`src/rtl/panel_correct_offset_seq.sv`:
```
// Offset-correction sweep over coefficients 1,2,3,5,6,7: read, add programmed offset,
// clamp to 0..4095 and write back in place through a 3-stage pipeline.
module panel_correct_offset_seq #(
   parameter int AW   = 8,
   parameter int NPIX = 256
) (
   input  logic          clk,
   input  logic          rst,
   input  logic          cmd_start,
   input  logic          cmd_abort,
   output logic          cmd_busy,
   output logic          cmd_done,
   output logic          cmd_aborted,
   input  logic          cfg_we,
   input  logic [2:0]    cfg_sel,
   input  logic [15:0]   cfg_offset,
   output logic          cfg_err,
   output logic          ram_re,
   output logic [AW+2:0] ram_raddr,
   input  logic [15:0]   ram_rdata,
   output logic          ram_we,
   output logic [AW+2:0] ram_waddr,
   output logic [15:0]   ram_wdata
);

   typedef enum logic [1:0] {ST_IDLE, ST_RUN, ST_DRAIN, ST_DONE} state_t;

   localparam logic [AW-1:0] LAST_IDX = AW'(NPIX - 1);

   state_t          state_q, state_d;
   logic [AW-1:0]   idx_q, idx_d;
   logic [2:0]      seq_q, seq_d;
   logic [1:0]      drain_q, drain_d;
   logic            aborted_q, aborted_d;
   logic            cfg_err_q, cfg_err_d;
   logic [11:0]     off_q [8];
   logic [11:0]     off_d [8];

   logic            p1_vld_q, p1_vld_d;
   logic [AW+2:0]   p1_addr_q, p1_addr_d;
   logic [11:0]     p1_off_q, p1_off_d;
   logic            p2_vld_q, p2_vld_d;
   logic [AW+2:0]   p2_addr_q, p2_addr_d;
   logic [13:0]     p2_sum_q, p2_sum_d;
   logic            p3_vld_q, p3_vld_d;
   logic [AW+2:0]   p3_addr_q, p3_addr_d;
   logic [11:0]     p3_res_q, p3_res_d;

   logic [2:0]      cur_coef;
   logic [AW+2:0]   rd_addr;
   logic            issue;
   logic            busy;

   // Sequence slot 0..5 maps onto coefficients 1,2,3,5,6,7 (skipping 4).
   assign cur_coef = seq_q + 3'd1 + ((seq_q >= 3'd3) ? 3'd1 : 3'd0);
   assign rd_addr  = {cur_coef, idx_q};
   assign issue    = (state_q == ST_RUN) && !cmd_abort;
   assign busy     = (state_q == ST_RUN) || (state_q == ST_DRAIN);

   always_comb begin
      state_d   = state_q;
      idx_d     = idx_q;
      seq_d     = seq_q;
      drain_d   = drain_q;
      aborted_d = aborted_q;
      case (state_q)
         ST_IDLE: begin
            if (cmd_start) begin
               state_d = ST_RUN;
               idx_d   = '0;
               seq_d   = 3'd0;
            end
         end
         ST_RUN: begin
            if (cmd_abort) begin
               // The abort cycle already counts as the first drain cycle.
               state_d   = ST_DRAIN;
               drain_d   = 2'd1;
               aborted_d = 1'b1;
            end else if (idx_q == LAST_IDX) begin
               idx_d = '0;
               if (seq_q == 3'd5) begin
                  state_d   = ST_DRAIN;
                  drain_d   = 2'd0;
                  aborted_d = 1'b0;
               end else begin
                  seq_d = seq_q + 3'd1;
               end
            end else begin
               idx_d = idx_q + 1'b1;
            end
         end
         ST_DRAIN: begin
            if (drain_q == 2'd2) state_d = ST_DONE;
            else                 drain_d = drain_q + 2'd1;
         end
         default: state_d = ST_IDLE;
      endcase
   end

   always_comb begin
      for (int i = 0; i < 8; i++) begin
         off_d[i] = off_q[i];
      end
      if (cfg_we && !busy) off_d[cfg_sel] = cfg_offset[11:0];
      cfg_err_d = cfg_we && busy;
   end

   always_comb begin
      p1_vld_d  = issue;
      p1_addr_d = rd_addr;
      p1_off_d  = off_q[cur_coef];
      p2_vld_d  = p1_vld_q;
      p2_addr_d = p1_addr_q;
      p2_sum_d  = {ram_rdata[12], ram_rdata[12:0]} + {{2{p1_off_q[11]}}, p1_off_q};
      p3_vld_d  = p2_vld_q;
      p3_addr_d = p2_addr_q;
      case (p2_sum_q[13:12])
         2'b00:   p3_res_d = p2_sum_q[11:0];
         2'b01:   p3_res_d = 12'hFFF;
         default: p3_res_d = 12'h000;
      endcase
   end

   always_ff @(posedge clk) begin
      if (rst) begin
         state_q   <= ST_IDLE;
         idx_q     <= '0;
         seq_q     <= 3'd0;
         drain_q   <= 2'd0;
         aborted_q <= 1'b0;
         cfg_err_q <= 1'b0;
         for (int i = 0; i < 8; i++) off_q[i] <= 12'h000;
         p1_vld_q  <= 1'b0;
         p1_addr_q <= '0;
         p1_off_q  <= 12'h000;
         p2_vld_q  <= 1'b0;
         p2_addr_q <= '0;
         p2_sum_q  <= 14'h0000;
         p3_vld_q  <= 1'b0;
         p3_addr_q <= '0;
         p3_res_q  <= 12'h000;
      end else begin
         state_q   <= state_d;
         idx_q     <= idx_d;
         seq_q     <= seq_d;
         drain_q   <= drain_d;
         aborted_q <= aborted_d;
         cfg_err_q <= cfg_err_d;
         for (int i = 0; i < 8; i++) off_q[i] <= off_d[i];
         p1_vld_q  <= p1_vld_d;
         p1_addr_q <= p1_addr_d;
         p1_off_q  <= p1_off_d;
         p2_vld_q  <= p2_vld_d;
         p2_addr_q <= p2_addr_d;
         p2_sum_q  <= p2_sum_d;
         p3_vld_q  <= p3_vld_d;
         p3_addr_q <= p3_addr_d;
         p3_res_q  <= p3_res_d;
      end
   end

   assign cmd_busy    = busy;
   assign cmd_done    = (state_q == ST_DONE);
   assign cmd_aborted = aborted_q;
   assign cfg_err     = cfg_err_q;
   assign ram_re      = issue;
   assign ram_raddr   = issue ? rd_addr : '0;
   assign ram_we      = p3_vld_q;
   assign ram_waddr   = p3_addr_q;
   assign ram_wdata   = {4'd0, p3_res_q};

endmodule

```
`config.mk`:
```
export PLATFORM = sky130hd
export DESIGN_NAME = panel_correct_offset_seq
export DESIGN_NICKNAME = d
export VERILOG_FILES = /design/src/rtl/panel_correct_offset_seq.sv
export SDC_FILE = /design/constraint.sdc
export NUM_CORES = 1
export LEC_CHECK = 0
export ABC_AREA = 1
export ABC_CLOCK_PERIOD_IN_PS = 2450
export CAP_MARGIN = 0
export CORE_ASPECT_RATIO = 0.75
export CORE_MARGIN = 2
export CORE_UTILIZATION = 57
export DETAILED_ROUTE_END_ITERATION = 7
export GPL_TIMING_DRIVEN = 0
export PLACE_DENSITY_LB_ADDON = 0.05
export SYNTH_ARGS = -nofsm -noshare
export SYNTH_HDL_FRONTEND = slang
export SYNTH_SLANG_ARGS = --single-unit
```
`constraint.sdc`:
```
create_clock -name clk -period 2.45 [get_ports clk]
set_input_delay 0.3675 -clock clk [delete_from_list [all_inputs] [get_ports clk]]
set_output_delay 0.3675 -clock clk [all_outputs]
set_load 0.005 [all_outputs]
```
==> results of run 1 <==
## path summary, 6_finish.rpt
check	slack, ps	end	cells after the start	from
worst min-delay path	400	ram_waddr[9]$_SDFF_PP0_	2	p2_addr_q[9]$_SDFF_PP0_
worst max-delay path	-70	ram_raddr[10]	11	seq_q[0]$_SDFFE_PP0P_
worst min register to register	400	ram_waddr[9]$_SDFF_PP0_	2	p2_addr_q[9]$_SDFF_PP0_
worst max register to register	100	p1_off_q[7]$_SDFF_PP0_	14	seq_q[0]$_SDFFE_PP0P_
## kinds of logic (layout without fill, tap and decap cells)
kind of cell / Yosys count / in the layout
AOI/OAI and AO/OA: 293 / 293
xor gates and xnor gates: 4 / 4
adders and majority gates: 26 / 26
buffers and inverters: 197 / 312
DFF: 187 / 187
other: 1 / 4
and+or+nand+nor: 415 / 415
## metal layers
metal	track usage, %	vias to the layer above	share of wire [%]	routed length (µm)
li1	-	3786	-	-
met1	40.25	3212	47	9722
met2	42.51	291	42	8537
met3	5.047	39	8.7	1777
met4	10.93	0	2.2	451
met5	0	-	0	0
## cell type report
type	instances	area (µm²)
clock inverter	15	158.9
timing repair buffer	83	778.2
buffer	63	356.6
clock buffer	17	425.4
multi-input combinational	742	3638
tap	175	219.0
fill	1158	3902
sequential	187	3752
inverter	134	518.0
## through the flow
| stage | setup TNS (ps) | std cells | utilization [%] | setup slack, ps |
|---|---|---|---|---|
| 2_1_floorplan | 0 | 1126 | - | 334.4 |
| 6_report | -66.08 | 1416 | 71.62 | -66.08 |
| 4_1_cts | -123.9 | 1415 | 71.19 | -123.9 |
| 5_1_grt | -155.6 | 1416 | 71.62 | -139.7 |
| 3_5_place_dp | -2716 | 1373 | 65.29 | -530.8 |
| 3_3_place_gp | -2489 | 1373 | 65.29 | -505.0 |
## flip-flops by register name, summed over array words and instances (netlist names)
register and flops:
idx_q 8, cmd_aborted 1, cfg_err 1, p2_vld_q 1
p2_sum_q 14, p2_addr_q 11, ram_waddr 11, p3_res_q 12
p1_off_q 12, ram_we 1, seq_q 3, p1_addr_q 11
p1_vld_q 1, state_q 2, drain_q 2, off_q 96
## where the power goes
part           switching (mW)  leakage, nW  internal [mW]
sequential              0.177         1.52           3.43
clock                    1.28        0.281           1.44
combinational            3.70         2.29           2.26
total                    5.16         4.10           7.14
## critical path, delay by kind of cell (launching register included)
kind                     cells  cell delay, ps
adder cells (fa/ha/maj)      4             650
AO/OA/AOI/OAI                1              80
buffers and inverters        3             320
AND/OR/NAND/NOR              2             160
flip-flops                   1             340
XOR/XNOR                     1             170
## Yosys cell counts (2+ instances only)
cell type  instances
buf_4              6
nand4_1            3
or2_2              3
ha_1              25
o21ai_1           40
nor2_1           223
nand3_1           38
dfxtp_1          187
nand2_1          138
o21ai_0          133
buf_1              6
a21oi_1          118
clkbuf_1          33
inv_1            127
nor2_4             2
xor2_1             3
nor3_1             4
buf_2             18
inv_2              6
## repair_timing
item | CTS | global route
gates resized for setup | 77 | 30
setup endpoints to repair | 23 | 15
buffers inserted | 10 | 1
hold endpoints to repair | 0 | 0
pin swaps | 10 | 8
==> flow_metrics.tcl, run 1 <==
set metrics [dict create \
    synth_edf_count 0 \
    crit_slowest_cell "dfxtp_2" \
    vias 7328 \
    period_share_pct 102.7 \
    cts_tree "done" \
    ant_nets 0 \
    io_pins 84 \
    hold-worst-slack_ps 401.5 \
    skew_ps 8.983 \
    synth_top_family_by_area "simple AND/OR/NAND/NOR gates" \
    die_y_um 106.8 \
    antenna_found_initial 0 \
    clk_pin_slew_ps 70 \
    power_density_mw_per_mm2 1249 \
    max_freq_mhz 397.4 \
    h-tree-depth 4 \
    finalWorstSetupSlack_ps -66.08 \
    numCtsBuffers 17 \
    design_area_mm2 0.009847 \
    total_power_mw 12.30 \
    ys_async_sr_fraction_pct 0 \
    cts.sinks 187 \
    globalplace.congestion 1.030 \
    grt-ovfl-total 0 \
    dpl.hpwl_mm 14.52 \
    nNetsFinal 1294 \
    fp.dieArea_mm2 0.01506 \
    start_kind "flip-flop" \
    muxShareOfSynthArea_pct 0 \
    synth.top_cell.area_share_pct 46.64 \
    routed_wl_mm 20.49 \
    critPathRequiredTime_ps 2080 \
    irDropWorstVdd_v 0.0008006 \
    gr-usage-all-layers_pct 28.13 \
    cts_buffer_depth 2 \
    path_common_cell "ha_4" \
    synthAdderAreaFrac_pct 4.147 \
    io_buffers 72 \
    rsz0062_at_grt "true" \
    worst_slew_pin_slew_ps 643.4 \
    slew_violations 0 \
    core_area_mm2 0.01375 \
    final_common_cell "nor2_1" \
    hold_viol 0 \
    p_leak_nw 4.099 \
    grt_max_degree 19 \
    netlist_area_mm2 0.008026 \
    drc 0 \
    initial_core_util_pct 58.38 \
    synth-simple-area-share_pct 20.61 \
    synth_xor_area_share_pct 0.4365 \
    cap_violations 0 \
    clk_latency_ps 440 \
    worst-setup-path-type "reg -> out" \
    diodes 0 \
    finalSetupViolations 1 \
    drt_iter0_drc 821 \
    rows 37 \
    crit_chain "ha_4, ha_4, nor2_4, o21ai_2, ha_4, ha_4, xnor2_4, inv_2, buf_8, nor2_4, buf_2" \
    max_stage_delay_ps 340 \
    slew_headroom_pct 57.11 \
    cp_max_fo 3 \
    syn_inst 1123 \
    synthDistinctLibCells 29 \
    holdBufCountCts 0 \
    period_needed_ps 2516 \
    synth-compound-area-share_pct 18.35 \
    syn_avg_cell_area_um2 7.147 \
    violations "setup timing" \
    yosysSeqAreaShare_pct 46.64 \
    grt_pass1_vias 6458 \
    wire_per_inst_um 14.47 \
    drive_gt1_share_pct 9.670 \
    dieWidth_um 141.0 \
    vias_per_cell 5.175 \
    drt_pass1_iterations 5 \
    mostFrequentLayoutCells "nor2_1, dfxtp_1, nand2_1" \
    synth_area_leaders "dfxtp_1, nor2_1, o21ai_0" \
    yosysWarnings 0 \
    area_growth_pct 22.68 \
    cp-end-kind "primary output" \
    synth-seq-cells 187 \
    dpl_cell_area_mm2 0.008977 \
    cts_root_buf "clkbuf_16" \
    crit_arrival_ps 2150 \
    yosys.area.top_type "dfxtp_1" \
    hold_class "reg -> reg" \
    synthFlopType "dfxtp_1" \
    grt_pass1_wl_mm 32.73 \
    outcome "finished, violations left" \
]
Power figures use the tool's default switching activity.
==> run 2, diff against run 1 <==
- CAP_MARGIN: 0 -> 25
==> results of run 2 <==
No change in the layout: final DEF, timing and power equal those of run 1.
